## src/rtl/rr_mux_arbiter_if.sv

```systemverilog
// ---------------------------------------------------------------------------
// rr_mux_arbiter_if
// Bundles the request/data/grant signals shared between the four requesters
// and the round-robin mux arbiter.
//
//   req   [3:0]       per-requester request (requester side drives)
//   din   [4*DW-1:0]  packed requester data, slot i at din[i*DW +: DW]
//   gnt   [3:0]       one-hot grant (arbiter drives)
//   sel   [1:0]       binary index of the granted requester
//   dout  [DW-1:0]    forwarded data of the granted requester
//   valid             dout carries a transfer this cycle
//   busy              arbiter is in a grant tenure
//
// Modports: master = requester side, slave = arbiter side.
// ---------------------------------------------------------------------------
interface rr_mux_arbiter_if #(
  parameter int DW = 8
);
  logic [3:0]      req;
  logic [4*DW-1:0] din;
  logic [3:0]      gnt;
  logic [1:0]      sel;
  logic [DW-1:0]   dout;
  logic            valid;
  logic            busy;

  modport master (
    output req,
    output din,
    input  gnt,
    input  sel,
    input  dout,
    input  valid,
    input  busy
  );

  modport slave (
    input  req,
    input  din,
    output gnt,
    output sel,
    output dout,
    output valid,
    output busy
  );
endinterface

```

## src/rtl/rr_mux_arbiter.sv

```systemverilog
// ---------------------------------------------------------------------------
// rr_mux_arbiter
// Round-robin arbiter that shares a 4:1 data mux between four requesters.
// One requester holds the grant at a time for at most MAX_BURST transfers;
// on release the next requester (searching from last+1, wrapping) is loaded
// in the same edge, so back-to-back tenures have no idle cycle.
//
// Ports:
//   clk    system clock, rising edge
//   rst_n  asynchronous active-low reset
//   bus    rr_mux_arbiter_if.slave (req, din in; gnt, sel, dout, valid,
//          busy out)
//
// Parameters:
//   DW         data width per requester
//   MAX_BURST  maximum transfers per grant (>= 1)
//
// Optional build macro RR_MUX_OUT_REG_EN: when defined, dout and valid are
// registered (one cycle behind gnt/sel); arbitration timing is unchanged.
// ---------------------------------------------------------------------------
module rr_mux_arbiter #(
  parameter int DW        = 8,
  parameter int MAX_BURST = 4
) (
  input  logic              clk,
  input  logic              rst_n,
  rr_mux_arbiter_if.slave   bus
);

  localparam int CW = $clog2(MAX_BURST) + 1;

  typedef enum logic {
    IDLE  = 1'b0,
    GRANT = 1'b1
  } state_t;

  state_t          state_q, state_d;
  logic [3:0]      gnt_q, gnt_d;
  logic [1:0]      sel_q, sel_d;
  logic [1:0]      last_q, last_d;
  logic [CW-1:0]   cnt_q, cnt_d;

  logic [DW-1:0]   slot [4];
  logic            any_req;
  logic [1:0]      win_idx;
  logic            cur_valid;
  logic [DW-1:0]   cur_dout;
  logic            release_now;

  // Unpack the requester data lanes.
  for (genvar gi = 0; gi < 4; gi++) begin : g_slot
    assign slot[gi] = bus.din[gi*DW +: DW];
  end

  assign any_req = |bus.req;

  // Round-robin search: candidates last+1 .. last+4 (the last one being the
  // previous holder). Scanning from the far end and overwriting leaves the
  // closest requesting candidate as the winner.
  always_comb begin
    logic [1:0] cand;
    cand    = 2'd0;
    win_idx = 2'd0;
    for (int k = 4; k >= 1; k--) begin
      cand = last_q + 2'(k);
      if (bus.req[cand]) begin
        win_idx = cand;
      end
    end
  end

  assign cur_valid   = (state_q == GRANT) && bus.req[sel_q];
  assign cur_dout    = cur_valid ? slot[sel_q] : '0;
  assign release_now = !bus.req[sel_q] ||
                       (cur_valid && (cnt_q == CW'(MAX_BURST - 1)));

  // Next-state logic.
  always_comb begin
    state_d = state_q;
    gnt_d   = gnt_q;
    sel_d   = sel_q;
    last_d  = last_q;
    cnt_d   = cnt_q;

    case (state_q)
      IDLE: begin
        if (any_req) begin
          state_d = GRANT;
          gnt_d   = 4'b0001 << win_idx;
          sel_d   = win_idx;
          last_d  = win_idx;
          cnt_d   = '0;
        end
      end

      GRANT: begin
        if (release_now) begin
          if (any_req) begin
            // Hand over directly to the next winner without passing IDLE.
            gnt_d  = 4'b0001 << win_idx;
            sel_d  = win_idx;
            last_d = win_idx;
            cnt_d  = '0;
          end else begin
            state_d = IDLE;
            gnt_d   = 4'b0000;
            cnt_d   = '0;
          end
        end else begin
          // Not releasing implies req[sel] is high, so a transfer happened.
          cnt_d = cnt_q + CW'(1);
        end
      end

      default: begin
        state_d = IDLE;
        gnt_d   = 4'b0000;
        cnt_d   = '0;
      end
    endcase
  end

  always_ff @(posedge clk or negedge rst_n) begin
    if (!rst_n) begin
      state_q <= IDLE;
      gnt_q   <= 4'b0000;
      sel_q   <= 2'd0;
      last_q  <= 2'd3;
      cnt_q   <= '0;
    end else begin
      state_q <= state_d;
      gnt_q   <= gnt_d;
      sel_q   <= sel_d;
      last_q  <= last_d;
      cnt_q   <= cnt_d;
    end
  end

  assign bus.gnt  = gnt_q;
  assign bus.sel  = sel_q;
  assign bus.busy = (state_q == GRANT);

`ifdef RR_MUX_OUT_REG_EN
  logic            valid_q;
  logic [DW-1:0]   dout_q;

  always_ff @(posedge clk or negedge rst_n) begin
    if (!rst_n) begin
      valid_q <= 1'b0;
      dout_q  <= '0;
    end else begin
      valid_q <= cur_valid;
      dout_q  <= cur_dout;
    end
  end

  assign bus.valid = valid_q;
  assign bus.dout  = dout_q;
`else
  assign bus.valid = cur_valid;
  assign bus.dout  = cur_dout;
`endif

endmodule

```

## src/flat_wrapper.sv

```systemverilog
// flat-port wrapper written by rule: the top's interface ports become plain ports
module rr_mux_arbiter_flat 
#(
  parameter int DW        = 8,
  parameter int MAX_BURST = 4
)
  (clk, rst_n, bus_req, bus_din, bus_gnt, bus_sel, bus_dout, bus_valid, bus_busy);
  rr_mux_arbiter_if #(.DW(DW)) bus_i ();
  input  logic clk;
  input  logic rst_n;
  input wire logic [$bits(bus_i.req)-1:0] bus_req;
  input wire logic [$bits(bus_i.din)-1:0] bus_din;
  output wire logic [$bits(bus_i.gnt)-1:0] bus_gnt;
  output wire logic [$bits(bus_i.sel)-1:0] bus_sel;
  output wire logic [$bits(bus_i.dout)-1:0] bus_dout;
  output wire logic [$bits(bus_i.valid)-1:0] bus_valid;
  output wire logic [$bits(bus_i.busy)-1:0] bus_busy;
  assign bus_i.req = bus_req;
  assign bus_i.din = bus_din;
  assign bus_gnt = bus_i.gnt;
  assign bus_sel = bus_i.sel;
  assign bus_dout = bus_i.dout;
  assign bus_valid = bus_i.valid;
  assign bus_busy = bus_i.busy;
  rr_mux_arbiter #(.DW(DW), .MAX_BURST(MAX_BURST)) u_core (.clk(clk), .rst_n(rst_n), .bus(bus_i));
endmodule
```

## config.mk

```make
export PLATFORM = sky130hd
export DESIGN_NAME = rr_mux_arbiter_flat
export DESIGN_NICKNAME = d
export VERILOG_FILES = /design/src/rtl/rr_mux_arbiter_if.sv /design/src/rtl/rr_mux_arbiter.sv /design/src/flat_wrapper.sv
export SDC_FILE = /design/constraint.sdc
export NUM_CORES = 1
export LEC_CHECK = 0
export CORE_ASPECT_RATIO = 1.1
export CORE_MARGIN = 2
export CORE_UTILIZATION = 40
export CTS_CLUSTER_SIZE = 8
export DETAILED_ROUTE_END_ITERATION = 10
export HOLD_SLACK_MARGIN = 0.12
export PLACE_DENSITY_LB_ADDON = 0.08
export SETUP_SLACK_MARGIN = 0.3
export SYNTH_ARGS = -nofsm -noshare
export SYNTH_HDL_FRONTEND = slang
export SYNTH_SLANG_ARGS = --single-unit
```

## constraint.sdc

```tcl
create_clock -name clk -period 3.06 [get_ports clk]
set_clock_uncertainty 0.05 [all_clocks]
set_input_delay 0.612 -clock clk [delete_from_list [all_inputs] [get_ports clk]]
set_output_delay 0.612 -clock clk [all_outputs]
set_load 0.03 [all_outputs]
```

# == Yosys cells after proc, flatten, opt, wreduce, memory -nomap -nowiden ==
# Cells that the tools add are included.
# classes
n_mux,34
add_sub_neg,4
bitwise_logic,2
order_cmp,6
eq_ne,3
reduce_logical,6
shift,1
# ops
operator,n
$mux 8,3
$bmux 8 s2,1
$mux 2,8
$lt 2x3->1 const B,5
$mux 4,3
$bmux 1 s2,5
$pmux 2 s2,2
$pmux 4 s2,1
$mux 1,7
$mux 3,2
$pmux 3 s2,1
$add 2x2->2 const B,2
$reduce_or 4->1,1
$shl 1x2->4 const A,1
$add 3x1->3 const B,1
$eq 3x2->1 const B,1
$ge 3x3->1 const B,1
$not 2->3,1
$add 2x1->2 const B,1
$logic_and 1x1->1,2
$ne 2x1->1 const B,1
$ne 2x2->1 const B,1
$pmux 1 s2,1
$reduce_and 2->1,1
other kinds (3),3
# word_totals
word_cells,61
reg_bits,12
input_bits,38

# == Longest topological paths before layout ==
# Gate-level depths: netlist (run 1).
# logic_depth
word_depth,10
ltp_mapped,6

# == Worst setup path before layout (run 1) ==
# Ideal clock, no wire load.
# synth_timing
path_kind,register to output
from,"register u_core.sel_q[0], in the netlist u_core.bus.sel[0]"
to,output port bus_dout[0]
arrival_ps,1633
n_path_buf,2
setup_slack_ps,765
path_stages_with_launch,5
t_required_ps,2398
cell_sequence,dfrtp_1 -> buf_6 -> mux4_2 -> buf_6 -> and3_2
# synth_via
elab_chain_len,5
elab_cells_between_ends,8
cone_classes,mux: 6; bitwise: 1; reduce/logical: 1
# synth_rtl
element,line,text
start: declaration,rr_mux_arbiter.sv:39,"logic [1:0] sel_q, sel_d;"
start signal: assignment,rr_mux_arbiter.sv:133,sel_q <= sel_d;
$not 2->3 (implied by the code),rr_mux_arbiter.sv:73,assign cur_dout = cur_valid ? slot[sel_q] : '0;
$bmux 8 s2,rr_mux_arbiter.sv:73,
$mux 8 (implied by the code) (2 in series),rr_mux_arbiter.sv:73,
$mux 8 (*),rr_mux_arbiter.sv:73,
end: declaration,flat_wrapper.sv:15,output wire logic [$bits(bus_i.dout)-1:0] bus_dout;
# Every way passes the cells marked *; elsewhere a longest branch is shown, timed or not. The select of a mux whose other input is x is not followed.

# == Worst setup path after layout (run 1) ==
# layout_timing
from,input port bus_req[3]
to,output port bus_dout[6]
# layout_via
elab_chain_len,4
# layout_rtl
element,line,text
start: declaration,flat_wrapper.sv:11,input wire logic [$bits(bus_i.req)-1:0] bus_req;
$bmux 1 s2,rr_mux_arbiter.sv:72,assign cur_valid = (state_q == GRANT) && bus.req[sel_q];
$mux 1 (implied by the code),rr_mux_arbiter.sv:72,
$logic_and 1x1->1,rr_mux_arbiter.sv:72,
$mux 8,rr_mux_arbiter.sv:73,
# Every way passes these cells. The select of a mux whose other input is x is not followed.

==> summary.txt, run 1 <==
Outcome
  • Status: finished, final reports clean

Critical path
  • Worst path cell trace: clkdlybuf4s50_1 > mux4_2 > and3_2 > buf_2
  • Reg2reg setup slack: 1010 ps
  • CP max-delay cell: mux4_2
  • R2r worst-path depth: 5
  • CP Launch Point: bus_req[3]
  • Arr. time, crit path: approximately 2000 ps
  • CP Data Required Time: 2400 ps
  • CP Launch Type: primary input
  • CP Max Fanout: 6
  • Setup crit end kind: primary output
  • Critical setup path kind: primary input to primary output
  • Reg-to-Reg Start: u_core.bus.sel[0]
  • CP max stage delay: 560 ps
  • CP Depth: 4
  • Reg2reg end: u_core.bus.gnt[3]
  • Worst path bufs/invs: 2
  • Crit path max-delay family: buffers and inverters
  • CP Capture Point: bus_dout[6]

Place
  • Area post-placement: 1500 um^2
  • GP Congestion: ~0.71
  • Port bufs: 53
  • Dpl hpwl: about 1900 um

Power
  • Power density over the cells: 838 nW/um^2
  • Worst vdd ir: between 0.0006 and 0.0007 V
  • Leakage: approximately 0.67 nW

Layout
  • Diodes inserted: 0
  • Layout cell share with drive strength beyond 1: 0.313
  • Footprint of the multi-input gates: 597 um^2
  • Most frequent cells in the layout: clkdlybuf4s50_1, buf_2, dfrtp_1, mux4_1, and3_2
  • Fin nets: 175
  • Area Overhead vs Synth: 64.2%
  • Most common cell after layout, fill and taps aside: clkdlybuf4s50_1
  • Storage cell area: 304 um^2
  • Fill cells: 172
  • Design area: 1520 um^2

STA
  • Worst slew pin tran: 528 ps
  • Setup_tns: 0 ps
  • RSZ-0062 raised after global routing: false
  • Fin. Hold Viols: 0
  • Endpoints failing setup: 0
  • Slew headroom: 0.647
  • Pins over their slew limit: 0
  • Tcrit/Tclk final: 0.878
  • Final Critical Period: roughly 2700 ps
  • Max Fclk: between 300 and 400 MHz

CTS
  • Clock latency on the worst-skew pair: 270 ps
  • Worst-path clk slew: 70 ps
  • Longest Clk Path Bufs: 2
  • CTS sink cnt: 12
  • TritonCTS clock tree: yes
  • H-tree depth: 1
  • Clock buffers created by TritonCTS: 3
  • CTS root buf: clkbuf_4
  • # hold bufs at CTS: 0

Drt
  • DRT iter0 DRCs: 2
  • Routed len/inst: 16.0 um
  • Met1 wire length: ~1100 um
  • Vias per cell: 5.35
  • Wire length on met2: 1290 um
  • Detail Route Antenna Nets: 0
  • Highest routed layer: met4
  • Final wirelength: 2620 um
  • Met3 wire length: 148 um
  • Remaining DRCs: 0
  • Routed via count: 878
  • DRT Pass-1 Iters: 3

Synth
  • Leading area contributor after synthesis: dfrtp_1
  • Synthesis Warnings: 0
  • Simple-gate share of the synthesized area: 0.170
  • Synth unique cells: 31
  • Seq/Total Area, Yosys: 0.327
  • Area share of the largest cell type after synthesis: 0.270
  • Synth Area in Compound Gates: 0.159
  • Number of flops mapped to enable cells by yosys: 0
  • Synthesized Nets: 114
  • Ys async rst share: 1.00
  • Synthesis-stage register bit count: 12
  • Syn avg cell area: 12.5 um^2
  • Area contributors post-synth: dfrtp_1, mux4_1, and3_2, dfstp_2, a22o_1
  • Post-synthesis adder-cell area fraction: 0.0270
  • Largest family of logic cells by synthesized area: multiplexers
  • Mux contribution to synthesized area: 0.264
  • Gate Count Post-Synth: 74
  • XOR/XNOR share of the synthesized area: 0
  • Ys flop type: dfrtp_1
  • Synthesized area: 926 um^2

Floorplan
  • Die area: 2720 um^2
  • Die width: about 50 um
  • Core ar.: 2230 um^2
  • # rows: 18
  • Die H: around 54 um
  • Initial Utilization: 0.415
  • # IOs: 54

Worst hold path
  • Hold/Removal Path Class: flop to flop

Global routing
  • Tot GR Track Use: 0.216
  • Gr ovfl total: 0
  • Pin count of the biggest net entering global routing: 14
  • First-pass GRT wire length: 4300 um
  • Vias in the first global route: 849
  • Initial antenna violation count: 0

Flow run
  • Max-cap violations: 0
## registers in the layout, summed over array words and instances, names as in the netlist
| register | cells |
|---|---|
| u_core.cnt_q | 3 |
| u_core.bus.sel | 2 |
| u_core.bus.busy | 1 |
| u_core.last_q | 2 |
| u_core.bus.gnt | 4 |
## where the power goes
group          internal [mW]  switching, mW
Combinational          0.411          0.414
Clock                 0.0724         0.0517
Sequential             0.230         0.0940
## tightest hold or removal path, cell delays in order, from the launching register on
cell     delay, ps
dfrtp_1        340
nand2_1         60
o31ai_2         50
## per-stage QoR
| step | utilization | instances | hold slack [ps] | power (mW) | worst slack, ps |
|---|---|---|---|---|---|
| floorplan | - | 74 | 266 | 0.899 | 765 |
| global placement | 0.672 | 158 | 410 | 1.17 | -62.0 |
| detailed placement | 0.672 | 158 | 421 | 1.19 | -71.1 |
| CTS | 0.687 | 164 | 438 | 1.30 | 268 |
| global route | 0.682 | 164 | 462 | 1.36 | 322 |
| finish | 0.682 | 164 | 437 | 1.27 | 375 |
## final cells by class
cell class              instances  share of cell area
well taps                      30              0.0247
repair buffers                 59               0.349
inverters                       4             0.00988
multi-input cells              55               0.393
flip-flops and latches         12               0.200
clock buffers                   4              0.0239
## synthesized netlist by cell type, types with 2 or more instances
library cell / count
nor2b_1: 2
dfrtp_1: 10
buf_6: 2
a22o_1: 3
inv_1: 4
o21ai_0: 3
dfstp_2: 2
mux4_1: 8
a21o_1: 2
nor2_1: 3
ha_1: 2
and3_2: 8
nand2_1: 6
o31ai_1: 2
## cell families after synthesis
logic type | after synthesis
flops | 12
fa+ha+maj | 2
mux | 10
simple gates | 25
compound gates | 17
buf+inv | 8
## worst min path at each step
stage                 startpoint                end  slack, ps  depth (start not counted)
2_1_floorplan              rst_n    u_core.bus.busy        270                          0
3_3_place_gp     u_core.cnt_q[2]    u_core.cnt_q[2]        410                          2
3_5_place_dp   u_core.bus.gnt[0]  u_core.bus.gnt[0]        420                          2
4_1_cts        u_core.bus.gnt[0]  u_core.bus.gnt[0]        440                          2
5_1_grt        u_core.bus.gnt[0]  u_core.bus.gnt[0]        460                          2
6_report       u_core.bus.gnt[0]  u_core.bus.gnt[0]        440                          2
## per-layer routing
metal	GRT usage	vias to the layer above
met5	0	-
met4	0.0833	0
met3	0.0273	5
met2	0.387	32
met1	0.271	425
li1	-	416
## timing repair
item	CTS	global route
resized for setup	43	4
gates cloned	1	0
setup endpoints to repair	9	2
buffers inserted	1	0
Note: power is estimated with default switching activity, not from simulation.
==> inputs of run 2 (changes only) <==
ABC_AREA = 1   (was not set)
CORE_MARGIN = not set   (was 2)
CORE_UTILIZATION = 44   (was 40)
==> summary.txt, run 2 <==
Layout
  • Storage cell area: 303 um^2
  • Footprint of the multi-input gates: ~690 um^2
  • Diodes inserted: 0
  • Fin util: 0.717
  • Max reg flops: 4
  • Fill cells: 179
  • Area Overhead vs Synth: 49.3%
  • Most frequent cells in the layout: clkdlybuf4s50_1, nor2_1, nand2_1, nand2_2, o21ai_0
  • Layout cell share with drive strength beyond 1: 0.216
  • Fin nets: 263
  • Design area: 1660 um^2
  • Most common cell after layout, fill and taps aside: clkdlybuf4s50_1

Drt
  • Vias per cell: about 4.9
  • Final wirelength: 2980 um
  • Remaining DRCs: 0
  • Detail Route Antenna Nets: 0
  • Routed via count: 1,247
  • DRT Pass-1 Iters: 4
  • DRT iter0 DRCs: 21
  • Routed len/inst: 11.8 um

Critical path
  • Critical setup path kind: primary input to primary output
  • CP Data Required Time: 2400 ps
  • Cell mode on critical path: nand2_2
  • Arr. time, crit path: 1950 ps
  • Worst path cell trace: clkdlybuf4s50_1 > inv_1 > nand2_1 > nand3_2 > nand2_2 > nand2_2 > a21oi_1 > buf_4
  • R2r worst-path depth: 9
  • CP max-delay cell: clkdlybuf4s50_1
  • CP max stage delay: ~520 ps
  • CP Max Fanout: 9
  • Setup crit end kind: primary output
  • CP Launch Type: primary input

Floorplan
  • # IOs: 54
  • Initial Utilization: 0.481
  • Die H: about 55 um
  • Die area: 2740 um^2
  • Die width: 50.0 um
  • Core ar.: ~2300 um^2
  • # rows: 18

CTS
  • CTS root buf: clkbuf_4
  • # hold bufs at CTS: 0
  • Longest Clk Path Bufs: 2
  • H-tree depth: 1
  • Worst-path clk slew: about 70 ps
  • Clock buffers created by TritonCTS: 3
  • Clock latency on the worst-skew pair: 280 ps
  • TritonCTS clock tree: yes
  • CTS sink cnt: 12

STA
  • Fin. Hold Viols: 0
  • Pins over their slew limit: 0
  • RSZ-0062 raised after global routing: false
  • Setup_tns: 0 ps
  • Final Critical Period: around 2600 ps
  • Worst slew pin tran: 513 ps
  • Tcrit/Tclk final: 0.854
  • Endpoints failing setup: 0
  • Slew headroom: 0.657
  • Max Fclk: 383 MHz

Global routing
  • First-pass GRT wire length: 4660 um
  • Initial antenna violation count: 0
  • Tot GR Track Use: 0.226
  • Top Usage Layer GRT: met2
  • Gr ovfl total: 0
  • Global-route met1 utilization: 0.279
  • Met2 GRT Util: 0.393
  • Pin count of the biggest net entering global routing: 20
  • M3 GR Usage: 0.0333
  • Vias in the first global route: 1,127

Place
  • Dpl hpwl: 2390 um
  • Area post-placement: 1630 um^2
  • Port bufs: 53
  • GP Congestion: between 0.7 and 0.8

Power
  • P_int: between 0.8 and 0.9 mW
  • Reg power frac: 0.188
  • Worst vdd ir: 0.000712 V
  • Power density over the cells: 1050 nW/um^2
  • Comb pwr share: 0.740
  • Leakage: 0.794 nW
  • Clk pwr share: 0.071
  • Net Sw Frac: 0.543
  • Sw power: 0.951 mW

Synth
  • Area contributors post-synth: dfrtp_1, nor2_1, nand2_1, nand2_2, o21ai_0
  • Area share of the largest cell type after synthesis: 0.224
  • Synthesized area: around 1100 um^2
  • Number of flops mapped to enable cells by yosys: 0
  • Post-synth top cells: nor2_1, nand2_1, o21ai_0, nand2_2, inv_1
  • Ys flop type: dfrtp_1
  • Synthesis Warnings: 0
  • Synth unique cells: 26
  • Syn avg cell area: 6.60 um^2
  • Seq/Total Area, Yosys: 0.272
  • Synthesis-stage register bit count: 12
  • Ys async rst share: 1.00
  • Synthesized Nets: approximately 210
  • Leading area contributor after synthesis: dfrtp_1
  • Most frequent cell after synthesis: nor2_1
  • Gate Count Post-Synth: between 150 and 200

Worst hold path
  • Hold/Removal Path Class: flop to flop
  • Hold-critical path depth: 2

Outcome
  • Status: finished, final reports clean

Flow run
  • Max-cap violations: 0
run 2: cell count changes after synthesis, sizes merged, moves of 3 or more:
cell,change
nand2,+41
nor2,+30
o21ai,+20
inv,+15
nand3,+12
a21oi,+9
mux4,-9
and3,-8
a22o,-3
o31ai,-3
run 2: worst max-delay path, delay by kind of cell:
kind	cells	cell delay, ps
and+or+nand+nor	4	380
buffers and inverters	3	780
AOI/OAI and AO/OA	1	170
run 2: layout make-up:
cell class                      instances  area share
Clock buffer                            4      0.0218
Inverter                               19      0.0504
Multi-Input combinational cell        133       0.414
Sequential cell                        12       0.182
Tap cell                               30      0.0226
Timing Repair Buffer                   54       0.310
run 2: metrics by stage:
step           total power, mW  instances  hold slack, ps  setup slack, ps
6_report                  1.75        252             430              448
5_1_grt                   1.92        252             454              323
4_1_cts                   1.76        252             434              359
3_5_place_dp              1.63        248             417              375
3_3_place_gp              1.60        248             416              417
2_1_floorplan             1.29        169             266              764
run 2: path summary, 6_finish.rpt:
check                                       start  slack, ps                end
min in group asynchronous                   rst_n        620  u_core.bus.gnt[2]
worst min-delay path            u_core.bus.gnt[2]        430  u_core.bus.gnt[2]
worst max-delay path                   bus_req[1]        450        bus_dout[3]
worst max register to register  u_core.bus.sel[0]       1320  u_core.bus.gnt[0]
max in group asynchronous                   rst_n       1970   u_core.last_q[0]
worst min register to register  u_core.bus.gnt[2]        430  u_core.bus.gnt[2]
run 2: logic make-up after synthesis:
| kind of cell | count (synthesis) | synth area share |
|---|---|---|
| simple gates | 97 | 0.426 |
| compound gates | 34 | 0.166 |
| buf+inv | 24 | 0.113 |
| flops | 12 | 0.272 |
| fa+ha+maj | 2 | 0.0224 |
run 2: what timing repair did:
action | 4_1_cts | 5_1_grt
setup endpoints to repair | 0 | 8
setup buffers | 0 | 0
gates resized for setup | 0 | 1
run 2: power groups by stage:
stage / Clock [mW] / Combinational [mW] / Sequential (mW)
after floorplan: 0 / 0.957 / 0.332
after global placement: 0 / 1.27 / 0.329
after CTS: 0.129 / 1.30 / 0.330
after global routing: 0.139 / 1.44 / 0.339
after detailed placement: 0 / 1.29 / 0.333
final: 0.125 / 1.30 / 0.330
run 2: routing by layer:
metal  vias to the layer above  wire [um]
li1                        650          -
met4                         0         38
met3                         6        104
met2                        26       1490
met5                         -          0
met1                       565       1340
